[src/rtl/debounce_multi.sv]
// debounce_multi: N-channel switch debouncer with press/release, long-press and auto-repeat ticks
module debounce_multi #(
  parameter int N             = 5,
  parameter int DB_CYCLES     = 2000000,
  parameter int HOLD_CYCLES   = 50000000,
  parameter int REPEAT_CYCLES = 10000000
) (
  input  logic         clk,
  input  logic         reset,
  input  logic [N-1:0] switch,
  output logic [N-1:0] db,
  output logic [N-1:0] rise_tick,
  output logic [N-1:0] fall_tick,
  output logic [N-1:0] hold_tick,
  output logic [N-1:0] rpt_tick,
  output logic [N-1:0] long_press,
  output logic         any_rise
);
  localparam int HMAX = (HOLD_CYCLES > REPEAT_CYCLES) ? HOLD_CYCLES : REPEAT_CYCLES;
  localparam int DW = $clog2(DB_CYCLES);
  localparam int HW = $clog2(HMAX > 2 ? HMAX : 2);
  localparam logic [DW-1:0] DB_LAST = DW'(DB_CYCLES - 1);
  localparam logic [HW-1:0] HOLD_LAST = HW'(HOLD_CYCLES - 1);
  localparam logic [HW-1:0] RPT_LAST = HW'(REPEAT_CYCLES > 0 ? REPEAT_CYCLES - 1 : 0);
  localparam logic [1:0] ZERO = 2'd0, WAIT1 = 2'd1, ONE = 2'd2, WAIT0 = 2'd3;
  logic [N-1:0] meta, sync, rise_n;
  always_ff @(posedge clk or posedge reset)
    if (reset) begin
      meta <= '0;
      sync <= '0;
      any_rise <= 1'b0;
    end else begin
      meta <= switch;
      sync <= meta;
      any_rise <= |rise_n;
    end
  for (genvar i = 0; i < N; i++) begin : g_ch
    logic [1:0] st, st_n;
    logic [DW-1:0] cnt, cnt_n;
    logic [HW-1:0] hcnt, hcnt_n, rcnt, rcnt_n;
    logic db_q, db_n, lp_q, lp_n, rise_q, rise_c, fall_q, fall_n, hold_q, hold_n, rpt_q, rpt_n;
    always_comb begin
      st_n = st;
      cnt_n = cnt;
      hcnt_n = hcnt;
      rcnt_n = rcnt;
      db_n = db_q;
      lp_n = lp_q;
      rise_c = 1'b0;
      fall_n = 1'b0;
      hold_n = 1'b0;
      rpt_n = 1'b0;
      case (st)
        ZERO: if (sync[i]) begin
          st_n = WAIT1;
          cnt_n = '0;
        end
        WAIT1: if (!sync[i]) st_n = ZERO;
        else if (cnt == DB_LAST) begin
          st_n = ONE;
          db_n = 1'b1;
          rise_c = 1'b1;
          hcnt_n = '0;
        end else cnt_n = cnt + 1'b1;
        ONE: begin
          if (!sync[i]) begin
            st_n = WAIT0;
            cnt_n = '0;
          end
          // the cycle that leaves ONE still counts toward the press duration
          if (!lp_q) begin
            if (hcnt == HOLD_LAST) begin
              hold_n = 1'b1;
              lp_n = 1'b1;
              rcnt_n = '0;
            end else hcnt_n = hcnt + 1'b1;
          end else if (REPEAT_CYCLES > 0) begin
            rpt_n = rcnt == RPT_LAST;
            rcnt_n = (rcnt == RPT_LAST) ? '0 : rcnt + 1'b1;
          end
        end
        default: if (sync[i]) st_n = ONE;
        else if (cnt == DB_LAST) begin
          st_n = ZERO;
          db_n = 1'b0;
          fall_n = 1'b1;
          lp_n = 1'b0;
          hcnt_n = '0;
          rcnt_n = '0;
        end else cnt_n = cnt + 1'b1;
      endcase
    end
    always_ff @(posedge clk or posedge reset)
      if (reset) begin
        st <= ZERO;
        cnt <= '0;
        hcnt <= '0;
        rcnt <= '0;
        {db_q, lp_q, rise_q, fall_q, hold_q, rpt_q} <= '0;
      end else begin
        st <= st_n;
        cnt <= cnt_n;
        hcnt <= hcnt_n;
        rcnt <= rcnt_n;
        {db_q, lp_q, rise_q, fall_q, hold_q, rpt_q} <= {db_n, lp_n, rise_c, fall_n, hold_n, rpt_n};
      end
    assign rise_n[i] = rise_c;
    assign {db[i], long_press[i], rise_tick[i], fall_tick[i], hold_tick[i], rpt_tick[i]} =
           {db_q, lp_q, rise_q, fall_q, hold_q, rpt_q};
  end
endmodule

[config.mk]
export PLATFORM = sky130hd
export DESIGN_NAME = debounce_multi
export DESIGN_NICKNAME = d
export VERILOG_FILES = /design/src/rtl/debounce_multi.sv
export SDC_FILE = /design/constraint.sdc
export NUM_CORES = 1
export LEC_CHECK = 0
export CAP_MARGIN = 20
export CORE_UTILIZATION = 30
export CTS_CLUSTER_SIZE = 16
export DETAILED_ROUTE_END_ITERATION = 16
export GPL_TIMING_DRIVEN = 0
export SLEW_MARGIN = 20
export SYNTH_ARGS = -nofsm -noshare
export SYNTH_HDL_FRONTEND = slang
export SYNTH_SLANG_ARGS = --single-unit
[constraint.sdc]
create_clock -name clk -period 36.1 [get_ports clk]
set_input_delay 7.22 -clock clk [delete_from_list [all_inputs] [get_ports clk]]
set_output_delay 7.22 -clock clk [all_outputs]
set_load 0.1 [all_outputs]
* Word level (Yosys, flattened, before mapping)
Cells that the tools add are included.
** Operators by class
- Reductions and logical operators :: 61
- Multiplexer cells :: 210
- Bitwise logic cells :: 15
- $add $sub $neg :: 15
- Equal/unequal tests :: 80
** Operator list (count)
- $mux W26 :: 50
- $mux W21 :: 25
- $pmux W26 S3 :: 5
- $pmux W21 S3 :: 5
- $add A26 B1 Y26 const B :: 10
- $pmux W26 S2 :: 5
- $eq A26 B24 Y1 const B :: 5
- $eq A26 B26 Y1 const B :: 5
- $add A21 B1 Y21 const B :: 5
- $eq A21 B21 Y1 const B :: 5
- $reduce_and A4 Y1 :: 20
- $mux W1 :: 75
- $mux W2 :: 30
- $ne A2 B2 Y1 const B :: 25
- $ne A3 B1 Y1 const B :: 10
- $ne A3 B3 Y1 const B :: 10
- $pmux W2 S3 :: 5
- $reduce_and A5 Y1 :: 5
- $ne A2 B1 Y1 const B :: 10
- $pmux W1 S2 :: 10
- $reduce_bool A4 Y1 :: 5
- $reduce_or A2 Y1 :: 10
- $not A1 Y1 :: 15
- $reduce_and A3 Y1 :: 5
- other kinds (6) :: 26
** Storage, ports and cells
- Flip-flop bits (word level) :: 416
- Output and inout port bits :: 31
- Word-level logic and storage cells :: 434
- Bits of input ports :: 7

* Longest topological paths before layout
- Depth in word-level cells :: 5
- Mapped depth :: 12

* Worst setup path before layout
Ideal clock, no wire load.
- Path kind :: register -> output
- From :: register any_rise
- To :: output any_rise
- Data arrival time :: 883 ps
- Path slack :: 27997 ps
- Stages on the path, launching flop included :: 1
- Data required time :: 28880 ps
- Cells stage by stage :: dfrtp_1
** RTL lines
- start: declaration :: line 17 : output logic any_rise
- start signal: assignment :: line 35 : any_rise <= |rise_n;
No word-level cell between the ends.

* Worst setup path after layout
- From :: register g_ch[3].lp_q
- To :: output long_press[3]
** RTL lines
- start: declaration :: line 41 : logic db_q, db_n, lp_q, lp_n, rise_q, rise_c, fall_q, fall_n, hold_q, hold_n, rpt_q, rpt_n;
- start signal: assignment :: line 105 : {db_q, lp_q, rise_q, fall_q, hold_q, rpt_q} <= {db_n, lp_n, rise_c, fall_n, hold_n, rpt_n};
- end: declaration :: line 16 : output logic [N-1:0] long_press,
No word-level cell between the ends.

==> impl_metrics.yaml <==
power:
  p_total_mw: 1.491
  seqPwrFrac_pct: 34.4
  swShare_pct: 35.39
  p_leak_nw: 10.95
  irDropWorstVdd_mv: 0.03275
  combPwrFrac_pct: 27.3
  clkPwrFrac_pct: 38.4
  p_per_area_nw_per_um2: 54.67
  netSwitchingPower_uw: 527.8
  internal-power_uw: 963.4
worst_hold_path:
  hold_path.class: "reg2reg"
route:
  viasPerCell: 5.424
  first_pass_iters: 6
  post-route-drc-count: 0
  drt.antenna.violating_nets: 0
  wl_per_cell_um: 15.19
  vias: 21390
  finalWirelength_mm: 59.88
  drtIter0Drc: 1442
cts:
  postCtsHoldBufs: 0
  cts_buffers: 52
  clk_path_buf_depth: 3
  clk_pin_slew_ns: 0.06
  h-tree-depth: 2
  ctsResizeCount: 0
  clock-sinks: 416
  cts-root-buf: "clkbuf_16"
  cts_tree: "built"
  postCtsSetupRepairBufs: 0
  worstSkewPairLatency_ns: 0.60
worst_setup_path:
  critPathKind: "reg2out"
  cp_max_fo: 6
  endpoint_kind: "output pin"
  worstSetupStartpointType: "flip-flop"
  worst-endpoint-arrival_ns: 2.34
  crit_chain: "buf_4 -> clkdlybuf4s50_1"
  cp.required_ns: 28.88
  max_stage_delay_ns: 1.12
  cpMaxStageDelayCell: "clkdlybuf4s50_1"
yosys:
  ys_ff_latch: 416
  synth_cell_types: 80
  seq_area_frac_synth_pct: 44.18
  synth_cells: 2764
  synth.largest_area_cell: "dfrtp_1"
  synth.avg_cell_area_um2: 8.525
  syn_area_um2: 23560
  ys_async_sr_fraction_pct: 100.0
  syn_nets: 2806
  synth_edf_count: 0
  yosys-top-cells-area: "dfrtp_1, o21ai_0, nand2_1"
  ys.flop_type: "dfrtp_1"
  synth.top_cell.area_share_pct: 44.18
  yosysWarnings: 0
finish:
  antennaDiodeCount: 0
  area_growth_pct: 15.76
  top_regs: "g_ch.hcnt x130, g_ch.rcnt x130, g_ch.cnt x105"
  fillCellCount: 8068
  final_common_cell: "dfrtp_1"
  layout_common_cells: "dfrtp_1, o21ai_0, nand2_1, nor2_1, nand3_1"
  design_area_um2: 27280
  multiInputGateArea_um2: 12200
  final_nets: 2901
  final-seq-area_um2: 10410
  final-instance-count-excl-fill: 3943
  drive_gt1_share_pct: 6.132
timing:
  slew_violations: 0
  setup_viol: 0
  finClkSkew_ns: 0.03035
  fin_tns_setup_ns: 0
  slew_headroom_pct: 32.73
  hold_viol_final: 0
  max_freq_mhz: 104.6
  period_share_pct: 26.48
  grt_setup_unrepaired: "false"
  fin_crit_ns: 9.559
  worst_pin_slew_ns: 1.006
place:
  io_buffers: 37
  dp_hpwl_mm: 39.86
  dpl_cell_area_um2: 25370
  gp_congestion: 0.8159
  dp.cells: 3845
floorplan:
  initial_core_util_pct: 30.37
  fp-row-count: 102
  core_area_um2: 77590
  io_pins: 38
  die_h_um: 282.3
  die_w_um: 282.3
  dieArea_um2: 79670
global_route:
  grt_pass1_wl_mm: 102.9
  grtUsageTotal_pct: 15.17
  overflow: 0
  grt_max_degree: 97
  antenna_found_initial: 2
  grt_pass1_vias: 20180
job:
  cap_violations: 0
status:
  status: "completed"
[Yosys cell counts, drive strengths merged (6+ instances only)]
cell    instances
o41ai          35
o21a           20
o211ai          9
a21oi         114
or2            16
o21ai         380
clkbuf        133
or4            21
o22a           10
a31oi         120
nor4           35
a211o           6
o221ai         16
a22o            6
nand2         301
and2           58
ha             35
nor3b           7
or4b           15
and4           31
buf            43
nand4          82
inv            44
nor4b          14
nor2          227
dfrtp         416
nand3         165
nor3           48
nand3b         18
nand4b          6
mux2i           8
nor2b          11
or3            25
a41oi           8
and3           83
nand2b         23
o31ai         113
[final cells by class]
class | count | area share, %
tap | 1040 | 4.770
inverter | 47 | 0.6743
timing repair buffer | 41 | 1.761
sequential | 416 | 38.16
buffer | 176 | 2.904
clock buffer | 72 | 5.679
clock inverter | 26 | 1.307
multi-input combinational | 2125 | 44.74
[cells by family after synthesis]
| kind of cell | share of synthesized area, % |
|---|---|
| AND/OR/NAND/NOR | 26.64 |
| AO/OA/AOI/OAI | 22.46 |
| flip-flops | 44.18 |
| buffers and inverters | 4.110 |
| adder cells (fa/ha/maj) | 1.858 |
| multiplexers | 0.5310 |
| XOR/XNOR | 0.2231 |
[per-layer routing]
layer  vias to the layer above  GRT usage [%]  share of wire (%)
met5                         -              0                  0
met2                       379          23.86                 45
met4                         0          4.380                2.1
li1                      10550              -                  -
met3                        80          1.900                3.7
met1                     10380          21.71                 49
[final timing paths]
kind                                from                to  slack, ns  cells after the start
min in group asynchronous          reset   g_ch[4].rcnt[1]       7.06                      2
setup reg to reg           g_ch[1].st[0]  g_ch[1].rcnt[21]      32.56                      9
hold / removal                   meta[2]           sync[2]       0.34                      0
setup / recovery            g_ch[3].lp_q     long_press[3]      26.54                      2
hold reg to reg                  meta[2]           sync[2]       0.34                      0
max in group asynchronous          reset  g_ch[0].hcnt[25]      27.80                      4
[power by group through the flow]
stage	Combinational [mW]	Clock [mW]	Sequential [mW]
CTS	0.410	0.591	0.512
floorplan	0.289	0	0.514
detailed placement	0.407	0	0.520
global placement	0.403	0	0.520
global route	0.463	0.608	0.517
finish	0.407	0.572	0.512
[worst max-delay path: cells and delay by family, from the launching register on]
| family | cells | cell delay (ns) |
|---|---|---|
| buf+inv | 2 | 1.27 |
| flops | 1 | 0.47 |
[stage by stage]
step	worst slack [ns]	hold WS, ns	util, %
after floorplan	17.30	0.3312	-
after global placement	11.23	0.3319	32.52
after detailed placement	27.04	0.3347	32.69
after CTS	26.49	0.3461	35.15
after global routing	26.46	0.3558	35.15
final	26.54	0.3423	35.15
Power figures use the tool's default switching activity.
